===== src/rtl/spi_ctrl_rx.sv =====
// SPI mode-0 write-only control port: synchronizes sck/sdi/ss_n into clk,
// assembles address + burst data bytes and issues one-clk register writes.
module spi_ctrl_rx #(
  parameter logic [7:0] CTRL_ADRS = 8'h00,
  parameter logic [7:0] DATA_ADRS = 8'h01
) (
  input  logic       clk,
  input  logic       reset_n,
  input  logic       sck,
  input  logic       sdi,
  input  logic       ss_n,
  output logic [7:0] synth_ctrl,
  output logic [7:0] synth_data,
  output logic [7:0] reg_adrs,
  output logic [7:0] reg_data,
  output logic       reg_wr,
  output logic       frame_err
);

  localparam logic [1:0] IDLE = 2'd0;
  localparam logic [1:0] ADDR = 2'd1;
  localparam logic [1:0] DATA = 2'd2;

  typedef struct packed {
    logic [7:0] adrs;
    logic [7:0] data;
  } wr_t;

  logic [2:0] sck_pipe;
  logic [2:0] ss_pipe;
  logic [1:0] sdi_pipe;
  logic [1:0] flush_cnt;
  logic       flush_done;

  logic       sck_p;
  logic       ss_fall_p;
  logic       ss_rise_p;
  logic       bit_q;

  logic [1:0] state;
  logic [2:0] bit_cnt;
  logic [7:0] shreg;
  logic [7:0] ptr;
  logic       data_seen;

  logic [7:0] byte_nxt;
  logic       byte_done;
  logic       partial;
  wr_t        wr_nxt;

  always_ff @(posedge clk or negedge reset_n) begin
    if (!reset_n) begin
      sck_pipe <= '0;
      ss_pipe  <= '1;
      sdi_pipe <= '0;
    end else begin
      sck_pipe <= {sck_pipe[1:0], sck};
      ss_pipe  <= {ss_pipe[1:0], ss_n};
      sdi_pipe <= {sdi_pipe[0], sdi};
    end
  end

  // Edges are masked until the pipes have flushed their reset values, so a
  // frame already in progress at reset release is not mistaken for a new one.
  assign flush_done = &flush_cnt;

  always_ff @(posedge clk or negedge reset_n) begin
    if (!reset_n) begin
      flush_cnt <= '0;
      sck_p     <= 1'b0;
      ss_fall_p <= 1'b0;
      ss_rise_p <= 1'b0;
      bit_q     <= 1'b0;
    end else begin
      if (!flush_done) flush_cnt <= flush_cnt + 2'd1;
      sck_p     <= flush_done & sck_pipe[1] & ~sck_pipe[2];
      ss_fall_p <= flush_done & ss_pipe[2] & ~ss_pipe[1];
      ss_rise_p <= flush_done & ~ss_pipe[2] & ss_pipe[1];
      bit_q     <= sdi_pipe[1];
    end
  end

  assign byte_nxt  = {shreg[6:0], bit_q};
  assign byte_done = sck_p && (bit_cnt == 3'd7);
  // Frame end is clean only on a byte boundary after at least one data byte.
  assign partial   = !byte_done && ((bit_cnt != 3'd0) || sck_p || !data_seen);
  assign wr_nxt    = '{adrs: ptr, data: byte_nxt};

  always_ff @(posedge clk or negedge reset_n) begin
    if (!reset_n) begin
      state      <= IDLE;
      bit_cnt    <= '0;
      shreg      <= '0;
      ptr        <= '0;
      data_seen  <= 1'b0;
      synth_ctrl <= '0;
      synth_data <= '0;
      reg_adrs   <= '0;
      reg_data   <= '0;
      reg_wr     <= 1'b0;
      frame_err  <= 1'b0;
    end else begin
      reg_wr <= 1'b0;
      case (state)
        IDLE: begin
          if (ss_fall_p) begin
            state     <= ADDR;
            bit_cnt   <= '0;
            shreg     <= '0;
            data_seen <= 1'b0;
          end
        end
        ADDR: begin
          if (ss_rise_p) begin
            state     <= IDLE;
            frame_err <= 1'b1;
          end else if (sck_p) begin
            shreg   <= byte_nxt;
            bit_cnt <= bit_cnt + 3'd1;
            if (bit_cnt == 3'd7) begin
              ptr   <= byte_nxt;
              state <= DATA;
            end
          end
        end
        DATA: begin
          if (sck_p) begin
            shreg   <= byte_nxt;
            bit_cnt <= bit_cnt + 3'd1;
          end
          if (byte_done) begin
            reg_adrs  <= wr_nxt.adrs;
            reg_data  <= wr_nxt.data;
            reg_wr    <= 1'b1;
            data_seen <= 1'b1;
            ptr       <= ptr + 8'd1;
            if (wr_nxt.adrs == CTRL_ADRS) synth_ctrl <= wr_nxt.data;
            if (wr_nxt.adrs == DATA_ADRS) synth_data <= wr_nxt.data;
          end
          if (ss_rise_p) begin
            state <= IDLE;
            if (partial) frame_err <= 1'b1;
          end
        end
        default: state <= IDLE;
      endcase
    end
  end

endmodule


===== config.mk =====
export PLATFORM = sky130hd
export DESIGN_NAME = spi_ctrl_rx
export DESIGN_NICKNAME = d
export VERILOG_FILES = /design/src/rtl/spi_ctrl_rx.sv
export SDC_FILE = /design/constraint.sdc
export NUM_CORES = 1
export LEC_CHECK = 0
export CORE_MARGIN = 2
export CORE_UTILIZATION = 45
export CTS_CLUSTER_DIAMETER = 200
export DETAILED_ROUTE_END_ITERATION = 6
export PLACE_DENSITY = 0.67
export SYNTH_ARGS = -nofsm -noshare
export SYNTH_HDL_FRONTEND = slang
export SYNTH_SLANG_ARGS = --single-unit

===== constraint.sdc =====
create_clock -name clk -period 2.1 [get_ports clk]
set_input_delay 0.315 -clock clk [delete_from_list [all_inputs] [get_ports clk]]
set_output_delay 0.315 -clock clk [all_outputs]
set_load 0.01 [all_outputs]

-- After elaboration in Yosys (flattened, before gate mapping)
Index checks and enable logic that the tools add are counted.
- logic and storage cells: 94
- memories kept: 0
- output and inout port bits: 34
- memory bits (read-only): 0
- register bits: 70
- bits in latches: 0
- bits of input ports: 5
- bits in writable memories: 0
- equal/unequal tests: 14
- div/mod/pow operators: 0
- magnitude comparators: 0
- add/subtract/negate cells: 3
- shifts and indexed selects: 0
- muxes and demuxes: 28
- multipliers: 0
- bitwise gates (word level): 9
- reductions and logical operators: 21
- operator list (kind ; count):
    8-bit two-way mux ; 7
    8-bit one-hot mux with 3 select lines ; 1
    2-bit != test, second input constant ; 8
    8-bit one-hot mux with 2 select lines ; 1
    3-bit AND reduction ; 4
    2-bit two-way mux ; 5
    3-bit two-way mux ; 3
    3-bit one-hot mux with 3 select lines ; 1
    8-bit by 1-bit adder with 8-bit output, second input constant ; 1
    8-bit by 1-bit == test with 1-bit output, second input constant ; 1
    8-bit zero test ; 1
    4-bit AND reduction ; 2
    1-bit two-way mux ; 7
    1-bit bitwise AND ; 6
    3-bit != test, second input constant ; 2
    2-bit one-hot mux with 3 select lines ; 1
    3-bit nonzero test ; 2
    5-bit AND reduction ; 1
    1-bit one-hot mux with 2 select lines ; 2
    2-bit AND reduction ; 2
    2-bit nonzero test ; 2
    3-bit by 1-bit adder with 3-bit output, second input constant ; 1
    3-bit == test, second input constant ; 1
    1-bit NOT ; 3
    7 further kinds ; 10

-- Depth between registers and ports, before layout
- depth after elaboration: 7
- mapped depth: 8
- mapped depth without buffers: 7

-- Worst setup path before layout
Ideal clock, no wire load.
- path type: register to register
- from: register bit_cnt[0]
- to: register reg_adrs[2]
- arrival time: 1.774 ns
- data required time: 1.975 ns
- clock period less this slack: 1.899 ns
- path buffers: 2
- path slack: 0.201 ns
- stages on the path, launching flop included: 7
- setup time: 0.125 ns
- cell sequence: dfrtp_1 -> ha_1 -> ha_1 -> nand3_1 -> buf_2 -> buf_1 -> mux2_2
- longest elaborated chain between the ends: 3
- RTL lines (item ; RTL line ; text):
    start, declared ; 41 ; logic [2:0] bit_cnt;
    start signal, assigned ; 119 ; bit_cnt <= bit_cnt + 3'd1;
    start signal, assigned ; 129 ; bit_cnt <= bit_cnt + 3'd1;
    3-bit == test ; 84 ; assign byte_done = sck_p && (bit_cnt == 3'd7);
    1-bit logical AND ; 84 ;
    2-bit AND reduction (no source line) ; -- ;
    end signal, assigned ; 132 ; reg_adrs <= wr_nxt.adrs;
    end, declared ; 14 ; output logic [7:0] reg_adrs,
Every way passes these cells.
A chain may end at the register's enable or synchronous reset.

-- Worst setup path in the final report
- from: register ptr[5]
- to: register synth_data[0]
- longest elaborated chain between the ends: 2
- RTL lines (item ; RTL line ; text):
    start, declared ; 43 ; logic [7:0] ptr;
    start signal, assigned ; 121 ; ptr <= byte_nxt;
    start signal, assigned ; 136 ; ptr <= ptr + 8'd1;
    8-bit by 1-bit == test with 1-bit output ; 138 ; if (wr_nxt.adrs == DATA_ADRS) synth_data <= wr_nxt.data;
    3-bit AND reduction (no source line) ; -- ;
    end signal, assigned ; 138 ;
    end, declared ; 13 ; output logic [7:0] synth_data,
Every way passes these cells.

==> metrics.md <==
| Metric | Value |
|---|---|
| Leak pwr | 1.77 nW |
| IO Port Bufs | 38 |
| Core Util, Final | 58.4% |
| Postcts setup bufs | 0 |
| Yosys warns | 0 |
| Final GP Congestion | 0.810 |
| Worst-case clock buffer depth | 2 |
| Max IR drop VDD | 0.636 mV |
| Hold Vio Cnt, Final | 0 |
| Setup TNS | 0 ns |
| Initial Util | 46.5% |
| Syn_nets | 251 |
| DRT iter0 DRCs | 91 |
| DP Cell Count | 352 |
| Final instance count without filler cells | 369 |
| GRT overflow | 0 |
| Worst slew pin tran | 0.477 ns |
| RSZ-0062 raised after global routing | no |
| Post-Syn Area | 2930 um^2 |
| Initial antenna violation count | 0 |
| Clk_lat worst skew | 0.35 ns |
| Yosys top cell area share | 56.3% |
| Ratio of cells with drive above 1 in the final layout | 25.0% |
| Worst min path class | reg2reg |
| Post-Syn Instances | 234 |
| CP Max Fanout | 8 |
| Avg Inst Size Synth | 12.5 um^2 |
| Die X | 84.7 um |
| Std cell rows | 29 |
| Largest net degree at the start of global routing | 35 |
| Top cells by area in the synthesized netlist | dfrtp_1 56%, mux2_2 12%, ha_1 5.1%, o21ai_0 3.2%, dfstp_2 2.7% |
| Core ar. | 6310 um^2 |
| Clock skew | 0.00869 ns |
| DP Wirelength | 3910 um |
| Critical path required time | 2.34 ns |
| Outcome | finished, final reports clean |
| H-tree depth | 3 |
| CTS tree | yes |
| Distinct cells, synth | 40 |
| Xor/xnor share of the synthesized area | 0.299% |
| Worst slew margin | 68.2% |
| Post-route ant nets | 0 |
| Remaining DRCs | 0 |
| # IOs | 39 |
| Critical path class | reg2reg |
| Total of max-cap violations | 0 |
| Period utilization | 94.5% |
| Final Setup Violations | 0 |
| TritonCTS Sinks | 69 |
| Crit. End Element | register |
| Global-route wire length before repair | 9580 um |
| Placed Area | 3460 um^2 |
| Arr. time, crit path | 2.22 ns |
| Area share of fa/ha/maj cells after synthesis | 5.12% |
| Final Power | 3.52 mW |
| CP startpoint kind | register |
| Yosys reg bits | 69 |
| Die H | 84.7 um |
| Final net count | 304 |
| DR WL/cell | 14.9 um |
| Final Cell Area | 3690 um^2 |
| Via-per-instance ratio | 5.38 |
| Pre-antenna DRT Iters | 4 |
| Antenna Cells | 0 |
| Largest family of logic cells by synthesized area | multiplexers |
| Clock root cell | clkbuf_8 |
| Tmin final | 1.98 ns |
| Area share of and/or/nand/nor cells after synthesis | 10.8% |
| Post-synthesis mux area share | 13.7% |
| Power Dens Cells | 954 nW/um^2 |
| Final wirelength | 5490 um |
| TritonCTS buffer count | 9 |
| Die area | 7180 um^2 |
| Sequential area share after synthesis | 59.0% |
| Via count | 1985 |
| Compound-gate portion of the synthesized area | 8.53% |
| Clk slew on worst S/H paths | 0.07 ns |
| Vias in the first global route | 1948 |
| GRT Overall Usage | 17.3% |
| Area delta synth->final | 25.7% |
| Area leader, netlist | dfrtp_1 |
| Max Clk Rate | 504 MHz |
| Count of pins over their slew limit | 0 |
## layer usage
metal	vias up	share of wire [%]	global-route usage, %
li1	938	-	-
met2	51	45	24.4
met5	-	0	0
met3	12	6.1	5.60
met1	984	46	24.3
met4	0	2.1	7.79
## path summary, 6_finish.rpt
path                        startpoint             to  slack (ns)  cells after the start
max                             ptr[5]  synth_data[0]        0.12                      4
min                        sck_pipe[0]    sck_pipe[1]        0.35                      0
max reg2reg                     ptr[5]  synth_data[0]        0.12                      4
min reg2reg                sck_pipe[0]    sck_pipe[1]        0.35                      0
max in group asynchronous      reset_n     ss_pipe[2]        0.98                      3
min in group asynchronous      reset_n   flush_cnt[1]        0.45                      2
## Yosys cell counts
cell type,count
dfrtp_1,66
mux2_2,32
nand2_1,19
o21ai_0,19
ha_1,12
nand3_1,12
inv_1,10
a21oi_1,8
o22ai_1,7
clkbuf_1,4
nand4_1,4
dfstp_2,3
mux2i_1,3
nor2_1,3
a31o_2,2
and2_1,2
and3_2,2
buf_1,2
nand2_4,2
nor2b_1,2
a21o_1,1
a22o_1,1
a22oi_1,1
a2bb2oi_1,1
a31oi_1,1
and3_1,1
and3b_1,1
and4_1,1
and4_2,1
buf_2,1
buf_6,1
mux2_1,1
nand3b_1,1
nor2_2,1
nor4_4,1
o21bai_1,1
o31ai_1,1
or3_1,1
or4_4,1
xnor2_1,1
## worst max-delay path, cell delays in order, from the launching register on
cell and delay, ns:
dfrtp_1 0.45, or4_4 0.58, nor4_4 0.36, nand2_4 0.16
mux2_1 0.33
## power breakdown
group | switching (mW) | internal, mW | total, mW
Clock | 0.497 | 0.668 | 1.17
Combinational | 0.415 | 0.327 | 0.742
Sequential | 0.163 | 1.45 | 1.61
Total | 1.08 | 2.44 | 3.52
## cells by family (layout without fill, tap and decap cells)
logic type | Yosys count | in the layout
xor gates and xnor gates | 1 | 1
buffers and inverters | 18 | 76
DFF | 69 | 69
muxes | 36 | 36
AOI/OAI and AO/OA | 43 | 43
and+or+nand+nor | 55 | 55
adders and majority gates | 12 | 12
## layout make-up
| cell class | count | area (um^2) |
|---|---|---|
| Multi-Input combinational cell | 147 | 1130 |
| Timing Repair Buffer | 50 | 480 |
| Clock buffer | 10 | 128 |
| Inverter | 10 | 37.5 |
| Clock inverter | 6 | 86.3 |
| Sequential cell | 69 | 1730 |
| Tap cell | 77 | 96.3 |
| Fill cell | 554 | 2630 |
## registers in the layout (all words and copies together), names as in the netlist, 3 cells and up
register    count
bit_cnt         3
ptr             8
reg_adrs        8
reg_data        8
sck_pipe        3
shreg           7
ss_pipe         3
synth_ctrl      8
synth_data      8
## cells in the final DEF, fill, tap and decap left out, types with 2 or more instances in the layout
cell | netlist | routed
clkbuf_8 | 0 | 9
clkinv_2 | 0 | 2
a31o_2 | 2 | 2
and3_2 | 2 | 2
clkdlybuf4s50_1 | 0 | 37
nand4_1 | 4 | 4
nor2_1 | 3 | 3
bufinv_16 | 0 | 2
a21oi_1 | 8 | 8
buf_4 | 0 | 10
o21ai_0 | 19 | 19
ha_1 | 12 | 11
nand2_1 | 19 | 19
and2_1 | 2 | 2
nand2_4 | 2 | 2
nor2b_1 | 2 | 2
dfstp_2 | 3 | 3
dfrtp_1 | 66 | 66
mux2_2 | 32 | 32
nand3_1 | 12 | 12
mux2i_1 | 3 | 3
inv_1 | 10 | 10
o22ai_1 | 7 | 7
## what timing repair did
item	CTS	global route
endpoints found under the hold margin	16	0
setup endpoints to repair	0	16
resized for setup	0	1
hold buffers	1	0
## through the flow
step	setup slack (ns)	hold WS (ns)
2_1_floorplan	0.201	0.0194
3_3_place_gp	0.166	0.289
3_5_place_dp	0.0933	0.292
4_1_cts	0.0744	0.346
5_1_grt	0.0388	0.350
6_report	0.116	0.350
Note: power is estimated with default switching activity, not from simulation.
